$ cat config.mk
export PLATFORM = sky130hd
export DESIGN_NAME = axi_rd_arbiter_flat
export DESIGN_NICKNAME = d
export VERILOG_FILES = /design/src/rtl/axi_rd_arbiter_if.sv /design/src/rtl/axi_rd_arbiter.sv /design/src/flat_wrapper.sv
export SDC_FILE = /design/constraint.sdc
export NUM_CORES = 1
export LEC_CHECK = 0
export BUFFER_PORTS_ARGS = -buffer_cell sky130_fd_sc_hd__buf_2
export CAP_MARGIN = 20
export CELL_PAD_IN_SITES_DETAIL_PLACEMENT = 0
export CELL_PAD_IN_SITES_GLOBAL_PLACEMENT = 2
export CORE_ASPECT_RATIO = 1.1
export CORE_MARGIN = 2
export CORE_UTILIZATION = 21
export DETAILED_ROUTE_END_ITERATION = 10
export MAX_ROUTING_LAYER = met4
export PLACE_DENSITY = 0.88
export SLEW_MARGIN = 20
export SYNTH_ARGS = -nofsm -noshare
export SYNTH_HDL_FRONTEND = slang
export SYNTH_SLANG_ARGS = --single-unit
$ cat constraint.sdc
create_clock -name clk -period 2.6 [get_ports clk]
set_input_delay 0 -clock clk [delete_from_list [all_inputs] [get_ports clk]]
set_output_delay 0 -clock clk [all_outputs]
set_load 0.05 [all_outputs]
$ cat src/rtl/axi_rd_arbiter_if.sv
// Bus bundle for the two-requester AXI3 read arbiter: requester request/response
// channels plus the shared AR/R master channels.
interface axi_rd_arbiter_if #(
    parameter int unsigned ADDR_WID = 32
);
    localparam int unsigned LEN_W  = 4;
    localparam int unsigned ID_W   = 4;
    localparam int unsigned DATA_W = 32;

    // Instruction-side requester
    logic                inst_req_valid;
    logic                inst_req_ready;
    logic [ADDR_WID-1:0] inst_req_addr;
    logic [LEN_W-1:0]    inst_req_len;
    logic                inst_resp_valid;
    logic                inst_resp_ready;
    logic [DATA_W-1:0]   inst_resp_data;
    logic                inst_resp_last;

    // Data-side requester
    logic                data_req_valid;
    logic                data_req_ready;
    logic [ADDR_WID-1:0] data_req_addr;
    logic [LEN_W-1:0]    data_req_len;
    logic                data_resp_valid;
    logic                data_resp_ready;
    logic [DATA_W-1:0]   data_resp_data;
    logic                data_resp_last;

    // AXI AR channel
    logic [ID_W-1:0]     arid;
    logic [ADDR_WID-1:0] araddr;
    logic [LEN_W-1:0]    arlen;
    logic                arvalid;
    logic                arready;

    // AXI R channel
    logic [ID_W-1:0]     rid;
    logic [DATA_W-1:0]   rdata;
    logic                rlast;
    logic                rvalid;
    logic                rready;

    // Arbiter side
    modport master (
        input  inst_req_valid, inst_req_addr, inst_req_len, inst_resp_ready,
        output inst_req_ready, inst_resp_valid, inst_resp_data, inst_resp_last,
        input  data_req_valid, data_req_addr, data_req_len, data_resp_ready,
        output data_req_ready, data_resp_valid, data_resp_data, data_resp_last,
        output arid, araddr, arlen, arvalid,
        input  arready,
        input  rid, rdata, rlast, rvalid,
        output rready
    );

    // Requesters and AXI slave side
    modport slave (
        output inst_req_valid, inst_req_addr, inst_req_len, inst_resp_ready,
        input  inst_req_ready, inst_resp_valid, inst_resp_data, inst_resp_last,
        output data_req_valid, data_req_addr, data_req_len, data_resp_ready,
        input  data_req_ready, data_resp_valid, data_resp_data, data_resp_last,
        input  arid, araddr, arlen, arvalid,
        output arready,
        output rid, rdata, rlast, rvalid,
        input  rready
    );
endinterface

$ cat src/rtl/axi_rd_arbiter.sv
// Two-requester (inst/data) AXI3 read arbiter with per-requester outstanding-burst limits.
// Define ARB_ROUND_ROBIN_EN for round-robin arbitration; default is fixed data-first priority.
module axi_rd_arbiter #(
    parameter int unsigned ADDR_WID        = 32,
    parameter int unsigned MAX_OUTSTANDING = 4
) (
    input logic              clk,
    input logic              resetn,
    axi_rd_arbiter_if.master bus
);
    localparam int unsigned CNT_W = 4;
    localparam int unsigned LEN_W = 4;
    localparam int unsigned ID_W  = 4;

    localparam logic [0:0] ST_IDLE  = 1'b0;
    localparam logic [0:0] ST_ISSUE = 1'b1;

    localparam logic SEL_INST = 1'b0;
    localparam logic SEL_DATA = 1'b1;

    logic [0:0]          state;
    logic [0:0]          state_nxt;
    logic [ADDR_WID-1:0] araddr_q;
    logic [ADDR_WID-1:0] araddr_nxt;
    logic [LEN_W-1:0]    arlen_q;
    logic [LEN_W-1:0]    arlen_nxt;
    logic [ID_W-1:0]     arid_q;
    logic [ID_W-1:0]     arid_nxt;

    logic [CNT_W-1:0]    inst_cnt;
    logic [CNT_W-1:0]    data_cnt;

    logic inst_elig_c;
    logic data_elig_c;
    logic sel_c;
    logic grant_c;
    logic inst_grant_c;
    logic data_grant_c;

    logic rsel_c;
    logic rready_c;
    logic inst_done_c;
    logic data_done_c;
    logic unused_rid;

`ifdef ARB_ROUND_ROBIN_EN
    logic last_grant;
`endif

    // Eligibility and requester selection
    always_comb begin
        inst_elig_c = bus.inst_req_valid && (inst_cnt < CNT_W'(MAX_OUTSTANDING));
        data_elig_c = bus.data_req_valid && (data_cnt < CNT_W'(MAX_OUTSTANDING));
        sel_c       = SEL_DATA;
        if (inst_elig_c && data_elig_c) begin
`ifdef ARB_ROUND_ROBIN_EN
            sel_c = ~last_grant;
`else
            sel_c = SEL_DATA;
`endif
        end else if (inst_elig_c) begin
            sel_c = SEL_INST;
        end
    end

    // Next-state and AR payload capture
    always_comb begin
        state_nxt  = state;
        araddr_nxt = araddr_q;
        arlen_nxt  = arlen_q;
        arid_nxt   = arid_q;
        grant_c    = 1'b0;
        case (state)
            ST_IDLE: begin
                if (resetn && (inst_elig_c || data_elig_c)) begin
                    grant_c    = 1'b1;
                    state_nxt  = ST_ISSUE;
                    araddr_nxt = (sel_c == SEL_DATA) ? bus.data_req_addr : bus.inst_req_addr;
                    arlen_nxt  = (sel_c == SEL_DATA) ? bus.data_req_len  : bus.inst_req_len;
                    arid_nxt   = {3'b000, sel_c};
                end
            end
            ST_ISSUE: begin
                if (bus.arready) begin
                    state_nxt = ST_IDLE;
                end
            end
            default: state_nxt = ST_IDLE;
        endcase
    end

    always_ff @(posedge clk or negedge resetn) begin
        if (!resetn) begin
            state    <= ST_IDLE;
            araddr_q <= '0;
            arlen_q  <= '0;
            arid_q   <= '0;
        end else begin
            state    <= state_nxt;
            araddr_q <= araddr_nxt;
            arlen_q  <= arlen_nxt;
            arid_q   <= arid_nxt;
        end
    end

`ifdef ARB_ROUND_ROBIN_EN
    // Resets to data so the first contested grant goes to inst
    always_ff @(posedge clk or negedge resetn) begin
        if (!resetn) begin
            last_grant <= SEL_DATA;
        end else if (grant_c) begin
            last_grant <= sel_c;
        end
    end
`endif

    assign inst_grant_c = grant_c && (sel_c == SEL_INST);
    assign data_grant_c = grant_c && (sel_c == SEL_DATA);

    assign bus.inst_req_ready = inst_grant_c;
    assign bus.data_req_ready = data_grant_c;

    assign bus.arvalid = (state == ST_ISSUE);
    assign bus.araddr  = araddr_q;
    assign bus.arlen   = arlen_q;
    assign bus.arid    = arid_q;

    // R channel steering on rid[0]; upper id bits carry no routing meaning
    assign rsel_c     = bus.rid[0];
    assign unused_rid = ^bus.rid[ID_W-1:1];
    assign rready_c   = rsel_c ? bus.data_resp_ready : bus.inst_resp_ready;

    assign bus.rready          = rready_c;
    assign bus.inst_resp_valid = bus.rvalid && !rsel_c;
    assign bus.data_resp_valid = bus.rvalid && rsel_c;
    assign bus.inst_resp_data  = bus.rdata;
    assign bus.data_resp_data  = bus.rdata;
    assign bus.inst_resp_last  = bus.rlast;
    assign bus.data_resp_last  = bus.rlast;

    assign inst_done_c = bus.rvalid && rready_c && bus.rlast && !rsel_c;
    assign data_done_c = bus.rvalid && rready_c && bus.rlast && rsel_c;

    // Outstanding bursts: simultaneous issue and completion cancel; never drops below zero
    always_ff @(posedge clk or negedge resetn) begin
        if (!resetn) begin
            inst_cnt <= '0;
        end else if (inst_grant_c && !inst_done_c) begin
            inst_cnt <= inst_cnt + CNT_W'(1);
        end else if (!inst_grant_c && inst_done_c && (inst_cnt != '0)) begin
            inst_cnt <= inst_cnt - CNT_W'(1);
        end
    end

    always_ff @(posedge clk or negedge resetn) begin
        if (!resetn) begin
            data_cnt <= '0;
        end else if (data_grant_c && !data_done_c) begin
            data_cnt <= data_cnt + CNT_W'(1);
        end else if (!data_grant_c && data_done_c && (data_cnt != '0)) begin
            data_cnt <= data_cnt - CNT_W'(1);
        end
    end
endmodule

$ cat src/flat_wrapper.sv
// flat-port wrapper written by rule: the top's interface ports become plain ports
module axi_rd_arbiter_flat 
#(
    parameter int unsigned ADDR_WID        = 32,
    parameter int unsigned MAX_OUTSTANDING = 4
)
  (clk, resetn, bus_inst_req_valid, bus_inst_req_addr, bus_inst_req_len, bus_inst_resp_ready, bus_inst_req_ready, bus_inst_resp_valid, bus_inst_resp_data, bus_inst_resp_last, bus_data_req_valid, bus_data_req_addr, bus_data_req_len, bus_data_resp_ready, bus_data_req_ready, bus_data_resp_valid, bus_data_resp_data, bus_data_resp_last, bus_arid, bus_araddr, bus_arlen, bus_arvalid, bus_arready, bus_rid, bus_rdata, bus_rlast, bus_rvalid, bus_rready);
  axi_rd_arbiter_if #(.ADDR_WID(ADDR_WID)) bus_i ();
  input logic clk;
  input logic resetn;
  input wire logic [$bits(bus_i.inst_req_valid)-1:0] bus_inst_req_valid;
  input wire logic [$bits(bus_i.inst_req_addr)-1:0] bus_inst_req_addr;
  input wire logic [$bits(bus_i.inst_req_len)-1:0] bus_inst_req_len;
  input wire logic [$bits(bus_i.inst_resp_ready)-1:0] bus_inst_resp_ready;
  output wire logic [$bits(bus_i.inst_req_ready)-1:0] bus_inst_req_ready;
  output wire logic [$bits(bus_i.inst_resp_valid)-1:0] bus_inst_resp_valid;
  output wire logic [$bits(bus_i.inst_resp_data)-1:0] bus_inst_resp_data;
  output wire logic [$bits(bus_i.inst_resp_last)-1:0] bus_inst_resp_last;
  input wire logic [$bits(bus_i.data_req_valid)-1:0] bus_data_req_valid;
  input wire logic [$bits(bus_i.data_req_addr)-1:0] bus_data_req_addr;
  input wire logic [$bits(bus_i.data_req_len)-1:0] bus_data_req_len;
  input wire logic [$bits(bus_i.data_resp_ready)-1:0] bus_data_resp_ready;
  output wire logic [$bits(bus_i.data_req_ready)-1:0] bus_data_req_ready;
  output wire logic [$bits(bus_i.data_resp_valid)-1:0] bus_data_resp_valid;
  output wire logic [$bits(bus_i.data_resp_data)-1:0] bus_data_resp_data;
  output wire logic [$bits(bus_i.data_resp_last)-1:0] bus_data_resp_last;
  output wire logic [$bits(bus_i.arid)-1:0] bus_arid;
  output wire logic [$bits(bus_i.araddr)-1:0] bus_araddr;
  output wire logic [$bits(bus_i.arlen)-1:0] bus_arlen;
  output wire logic [$bits(bus_i.arvalid)-1:0] bus_arvalid;
  input wire logic [$bits(bus_i.arready)-1:0] bus_arready;
  input wire logic [$bits(bus_i.rid)-1:0] bus_rid;
  input wire logic [$bits(bus_i.rdata)-1:0] bus_rdata;
  input wire logic [$bits(bus_i.rlast)-1:0] bus_rlast;
  input wire logic [$bits(bus_i.rvalid)-1:0] bus_rvalid;
  output wire logic [$bits(bus_i.rready)-1:0] bus_rready;
  assign bus_i.inst_req_valid = bus_inst_req_valid;
  assign bus_i.inst_req_addr = bus_inst_req_addr;
  assign bus_i.inst_req_len = bus_inst_req_len;
  assign bus_i.inst_resp_ready = bus_inst_resp_ready;
  assign bus_inst_req_ready = bus_i.inst_req_ready;
  assign bus_inst_resp_valid = bus_i.inst_resp_valid;
  assign bus_inst_resp_data = bus_i.inst_resp_data;
  assign bus_inst_resp_last = bus_i.inst_resp_last;
  assign bus_i.data_req_valid = bus_data_req_valid;
  assign bus_i.data_req_addr = bus_data_req_addr;
  assign bus_i.data_req_len = bus_data_req_len;
  assign bus_i.data_resp_ready = bus_data_resp_ready;
  assign bus_data_req_ready = bus_i.data_req_ready;
  assign bus_data_resp_valid = bus_i.data_resp_valid;
  assign bus_data_resp_data = bus_i.data_resp_data;
  assign bus_data_resp_last = bus_i.data_resp_last;
  assign bus_arid = bus_i.arid;
  assign bus_araddr = bus_i.araddr;
  assign bus_arlen = bus_i.arlen;
  assign bus_arvalid = bus_i.arvalid;
  assign bus_i.arready = bus_arready;
  assign bus_i.rid = bus_rid;
  assign bus_i.rdata = bus_rdata;
  assign bus_i.rlast = bus_rlast;
  assign bus_i.rvalid = bus_rvalid;
  assign bus_rready = bus_i.rready;
  axi_rd_arbiter #(.ADDR_WID(ADDR_WID), .MAX_OUTSTANDING(MAX_OUTSTANDING)) u_core (.clk(clk), .resetn(resetn), .bus(bus_i));
endmodule
# --- Word level (Yosys, flattened, before mapping) ---
# Index checks and enable logic that the tools add are counted.
totals:
  reg_bits: 46
  input_bits: 117
  output_inout_bits: 112
op_classes:
  addsub: 4
  order_cmp: 2
  muxes: 13
  bitwise_logic: 2
  n_reduce_logical: 29
ops:
  columns: ["cell", "count"]
  rows:
  - ["$mux 32", 1]
  - ["$mux 4", 5]
  - ["$logic_and 1x1->1", 18]
  - ["$add 4x1->4 const B", 2]
  - ["$lt 4x3->1 const B", 2]
  - ["$reduce_bool 4->1", 2]
  - ["$sub 4x1->4 const B", 2]
  - ["$mux 1", 6]
  - ["$logic_not 1->1", 5]
  - ["$reduce_bool 2->1", 2]
  - ["$not 1->1", 2]
  - ["$pmux 1 s2", 1]
  - ["$reduce_and 2->1", 1]
  - ["$logic_or 1x1->1", 1]

# --- Depth between registers and ports, before layout ---
logic_depth:
  word_depth: 12
  depth_mapped: 8

# --- Worst setup path before layout ---
# OpenSTA, ideal clock, no wires.
synth_timing:
  path_kind: "reg2reg"
  start: "register u_core.state (netlist: u_core.bus.arvalid)"
  end: "register u_core.inst_cnt[3]"
  setup_time_ps: 80
  arrival_ps: 2305
  required_ps: 2520
  setup_slack_ps: 215
  stages_incl_launch_ff: 9
  period_less_slack_ps: 2385
  cell_sequence: "dfrtp_1 nor2b_1 and4_2 inv_1 ha_1 a21o_1 a21oi_1 mux2i_1 xnor2_1"
synth_via:
  elab_chain_len: 6
  elab_cells_between_ends: 8
  cone_classes: "mux: 2; reduce/logical: 6"
synth_lines:
  columns: ["element", "line", "rtl"]
  rows:
  - ["from (decl)", "axi_rd_arbiter.sv:21", "logic [0:0] state;"]
  - ["from (signal assigned)", "axi_rd_arbiter.sv:99", "state <= state_nxt;"]
  - ["$mux 1 (*)", "axi_rd_arbiter.sv:73", "case (state)"]
  - ["$logic_and 1x1->1 (*)", "axi_rd_arbiter.sv:117", "assign inst_grant_c = grant_c && (sel_c == SEL_INST);"]
  - ["$logic_not 1->1", "axi_rd_arbiter.sv:150", "end else if (!inst_grant_c && inst_done_c && (inst_cnt != '0)) begin"]
  - ["$logic_and 1x1->1 (2 in a row)", "axi_rd_arbiter.sv:150", null]
  - ["$reduce_bool 2->1 (no source line)", null, null]
  - ["to (signal assigned)", "axi_rd_arbiter.sv:149", "inst_cnt <= inst_cnt + CNT_W'(1);"]
  - ["to (signal assigned)", "axi_rd_arbiter.sv:151", "inst_cnt <= inst_cnt - CNT_W'(1);"]
  - ["to (decl)", "axi_rd_arbiter.sv:30", "logic [CNT_W-1:0] inst_cnt;"]
# Mark *: on every way between the ends. The rest lies on a longest branch, timed or not.
# A chain may end at the register's enable or synchronous reset.

# --- Worst setup path after layout ---
layout_timing:
  start: "register u_core.data_cnt[3]"
  end: "register u_core.inst_cnt[3]"
layout_via:
  elab_chain_len: 11
  elab_cells_between_ends: 16
  cone_classes: "order compare: 1; mux: 4; bitwise: 1; reduce/logical: 10"
layout_lines:
  columns: ["element", "line", "rtl"]
  rows:
  - ["from (decl)", "axi_rd_arbiter.sv:31", "logic [CNT_W-1:0] data_cnt;"]
  - ["from (signal assigned)", "axi_rd_arbiter.sv:159", "data_cnt <= data_cnt + CNT_W'(1);"]
  - ["from (signal assigned)", "axi_rd_arbiter.sv:161", "data_cnt <= data_cnt - CNT_W'(1);"]
  - ["$lt 4x3->1 (*)", "axi_rd_arbiter.sv:53", "data_elig_c = bus.data_req_valid && (data_cnt < CNT_W'(MAX_OUTSTANDING));"]
  - ["$logic_and 1x1->1 (*)", "axi_rd_arbiter.sv:53", null]
  - ["$logic_or 1x1->1", "axi_rd_arbiter.sv:75", "if (resetn && (inst_elig_c || data_elig_c)) begin"]
  - ["$logic_and 1x1->1", "axi_rd_arbiter.sv:75", null]
  - ["$mux 1", "axi_rd_arbiter.sv:75", null]
  - ["$mux 1", "axi_rd_arbiter.sv:73", null]
  - ["$logic_and 1x1->1 (*)", "axi_rd_arbiter.sv:117", null]
  - ["$logic_not 1->1", "axi_rd_arbiter.sv:150", null]
  - ["$logic_and 1x1->1 (2 in a row)", "axi_rd_arbiter.sv:150", null]
  - ["$reduce_bool 2->1 (no source line)", null, null]
# Marks and branches as above.

==> run_results.csv <==
group,metric,value,unit
run_status,status,"completed",
clock_network,root_buffer,"clkbuf_16",
cells_and_area,area_growth,22.7,%
floorplanning,coreArea,13300,um2
setup_path,critPathRequiredTime,2.82,ns
cells_and_area,instances_no_fill,547,
clock_network,post-cts-setup-buffers,0,
timing,drv_slew,0,
yosys,yosys_warnings,0,
floorplanning,io_pins,229,
setup_path,critPathKind,"reg -> reg",
yosys,synth_edf_count,0,
worst_hold_path,hold_path_depth,0,
floorplanning,rows,44,
setup_path,crit_fanout,5,
grt,grt_max_degree,48,
placed_design,preCtsSetupSlack,0.365,ns
yosys,async_reset_ff_share,100,%
drt,viasPerCell,4.02,
yosys,synth.distinct_cells,37,
placed_design,gp_congestion,0.734,
drt,dr.pass1.iters,4,
floorplanning,die_x,115,um
drt,ant_nets,0,
clock_network,clk_pin_slew,0.07,ns
power_and_ir_drop,p_leak,1.64,nW
setup_path,critPathLaunchType,"register",
timing,finalWorstPathRequiredPeriod,2.25,ns
cells_and_area,final_nets,485,
clock_network,clockBufferDepth,2,
timing,setup_violations,0,
timing,hold_violations,0,
grt,grt_pass1_vias,2194,
timing,hold_ws,0.0000257,ns
yosys,synthDominantCellAreaShare,40.2,%
drt,wl,7100,um
clock_network,numCtsBuffers,5,
setup_path,rr_worst_depth,8,
grt,antenna_found_initial,0,
yosys,synthFlopType,"dfrtp_1",
grt,grt_pass1_wl,11200,um
setup_path,worstSetupEndpointType,"register",
setup_path,rr_endpoint,"u_core.inst_cnt[3]$_DFFE_PN0P_",
floorplanning,fp.dieH,126,um
yosys,synth_largest_area_cell,"dfrtp_1",
worst_hold_path,hp-start,"bus_rdata[20]",
placed_design,hpwl,5170,um
setup_path,cp_data_arrival_time,2.47,ns
drt,routedWlPerCell,13.0,um
timing,setup_slack,0.351,ns
cells_and_area,drive_gt1_share,46.6,%
placed_design,place.port_buffers,126,
yosys,synth_common_cells,"buf_4, dfrtp_1, nand2_1",
power_and_ir_drop,ir_drop,0.495,mV
clock_network,clk_latency,0.29,ns
yosys,ys_seq_area_share,40.2,%
timing,finalClockSkew,0.00705,ns
floorplanning,dieArea,14600,um2
setup_path,regToRegStartpoint,"u_core.data_cnt[3]$_DFFE_PN0P_",
placed_design,dp.cells,525,
power_and_ir_drop,power_density,1290,nW/um2
timing,period_share,86.5,%
drt,drt-initial-drc-count,92,
yosys,synth_cells,289,
floorplanning,initial_core_util,21.6,%
yosys,synth_area_per_cell,9.91,um2
yosys,syn_area,2860,um2
drt,drc,0,
drt,vias,2200,
clock_network,cts_sinks,46,
yosys,ys_ff_latch,46,
clock_network,cts_tree,"built",
grt,track_usage,10.0,%
worst_hold_path,hold_path.class,"in -> out",
timing,rsz0062_at_grt,"false",
yosys,ys_top_cells_by_area,"dfrtp_1, buf_4, o21ai_0",
yosys,yosys.cell_count.top_type,"buf_4",
timing,relSlewSlack,59.1,%
timing,setup-tns-final,0,ns
setup_path,rrSetupSlack,0.35,ns
clock_network,htree_levels,2,
worst_hold_path,holdPathEnd,"bus_data_resp_data[20]",
grt,gr-total-overflow,0,
cells_and_area,n_antenna_cell,0,
flow_run,max-cap-violations,0,
timing,max_freq,445,MHz
timing,worstMarginPinSlew,0.614,ns
## power breakdown
part / total (mW) / switching (mW) / internal (mW)
sequential: 1.30 / 0.235 / 1.06
clock: 0.737 / 0.286 / 0.451
combinational: 2.50 / 1.76 / 0.735
## state kept, by name (all words and copies together), names as in the netlist
register and count:
u_core.inst_cnt 4, u_core.bus.arlen 4, u_core.data_cnt 4, u_core.bus.arid 1, u_core.bus.araddr 32, u_core.bus.arvalid 1
## worst max-delay path, cell delays in order, from the launching register on
cell and delay [ns]:
dfrtp_1 0.43, or3b_4 0.46, and4_2 0.25, inv_1 0.10, ha_1 0.23, a21o_1 0.15
a21oi_1 0.17, mux2i_1 0.24, xnor2_1 0.14
## timing repair
item                                    CTS  global route
endpoints found under the setup margin    0             2
resized for setup                         0             1
hold buffers                             13             0
endpoints found under the hold margin    56             0
## kinds of logic (layout without fill, tap and decap cells)
group	count (synthesis)	after routing	synth area share, %
buf+inv	86	158	21.7
compound gates	82	82	21.0
simple gates	56	56	9.66
flops	46	46	40.2
fa+ha+maj	6	6	3.15
xor+xnor	6	6	1.83
mux	6	6	2.40
other cells	1	3	0.131
## metrics by stage
stage               power (mW)  utilization, %  cell area (um2)
floorplan                 3.43               -             2870
global placement          3.75            24.0             3190
detailed placement        3.81            24.0             3190
CTS                       4.60            26.3             3480
global route              4.87            26.5             3510
finish                    4.53            26.5             3510
## worst max-delay path by stage
stage                                              start                          endpoint  slack (ns)  depth (start not counted)
after floorplan             u_core.bus.arvalid$_DFF_PN0_    u_core.inst_cnt[3]$_DFFE_PN0P_        0.21                          8
after global placement    u_core.data_cnt[3]$_DFFE_PN0P_    u_core.inst_cnt[3]$_DFFE_PN0P_        0.39                          8
after detailed placement  u_core.data_cnt[3]$_DFFE_PN0P_    u_core.inst_cnt[3]$_DFFE_PN0P_        0.36                          8
after CTS                 u_core.inst_cnt[3]$_DFFE_PN0P_  u_core.bus.araddr[2]$_DFFE_PN0P_        0.14                          6
after global routing      u_core.data_cnt[3]$_DFFE_PN0P_    u_core.inst_cnt[3]$_DFFE_PN0P_        0.17                          8
final                     u_core.data_cnt[3]$_DFFE_PN0P_    u_core.inst_cnt[3]$_DFFE_PN0P_        0.35                          8
## final cells by class
class	count	area, um2
sequential	46	1150
tap	184	230
fill	1414	9750
clock inverter	3	40.0
multi-input combinational	159	1110
clock buffer	5	125
inverter	3	11.3
timing repair buffer	147	841
## per-layer routing
| layer | part of all wire [%] | wire length (um) | up-vias | GRT usage, % |
|---|---|---|---|---|
| met5 | 0 | 0 | - | - |
| li1 | - | - | 1075 | - |
| met1 | 43 | 3020 | 1010 | 11.3 |
| met4 | 2.6 | 184 | 0 | 5.03 |
| met2 | 48 | 3440 | 96 | 17.0 |
| met3 | 6.4 | 452 | 19 | 1.82 |
## placed cells by master (no fill, tap or decap), types with 2 or more instances in the layout
cell	instances
a22oi_1	23
ha_1	4
dfrtp_1	46
a21oi_1	2
clkinv_2	2
buf_4	7
conb_1	3
o21ai_1	2
clkbuf_16	5
a22oi_2	13
mux2i_1	2
nor2b_1	2
a21o_1	3
fa_1	2
xnor2_1	5
buf_2	126
o21ai_0	36
inv_1	3
nor4_1	2
nor2_2	2
dlygate4sd3_1	13
mux2_2	3
nand2_1	39
Note: power is estimated with default switching activity, not from simulation.
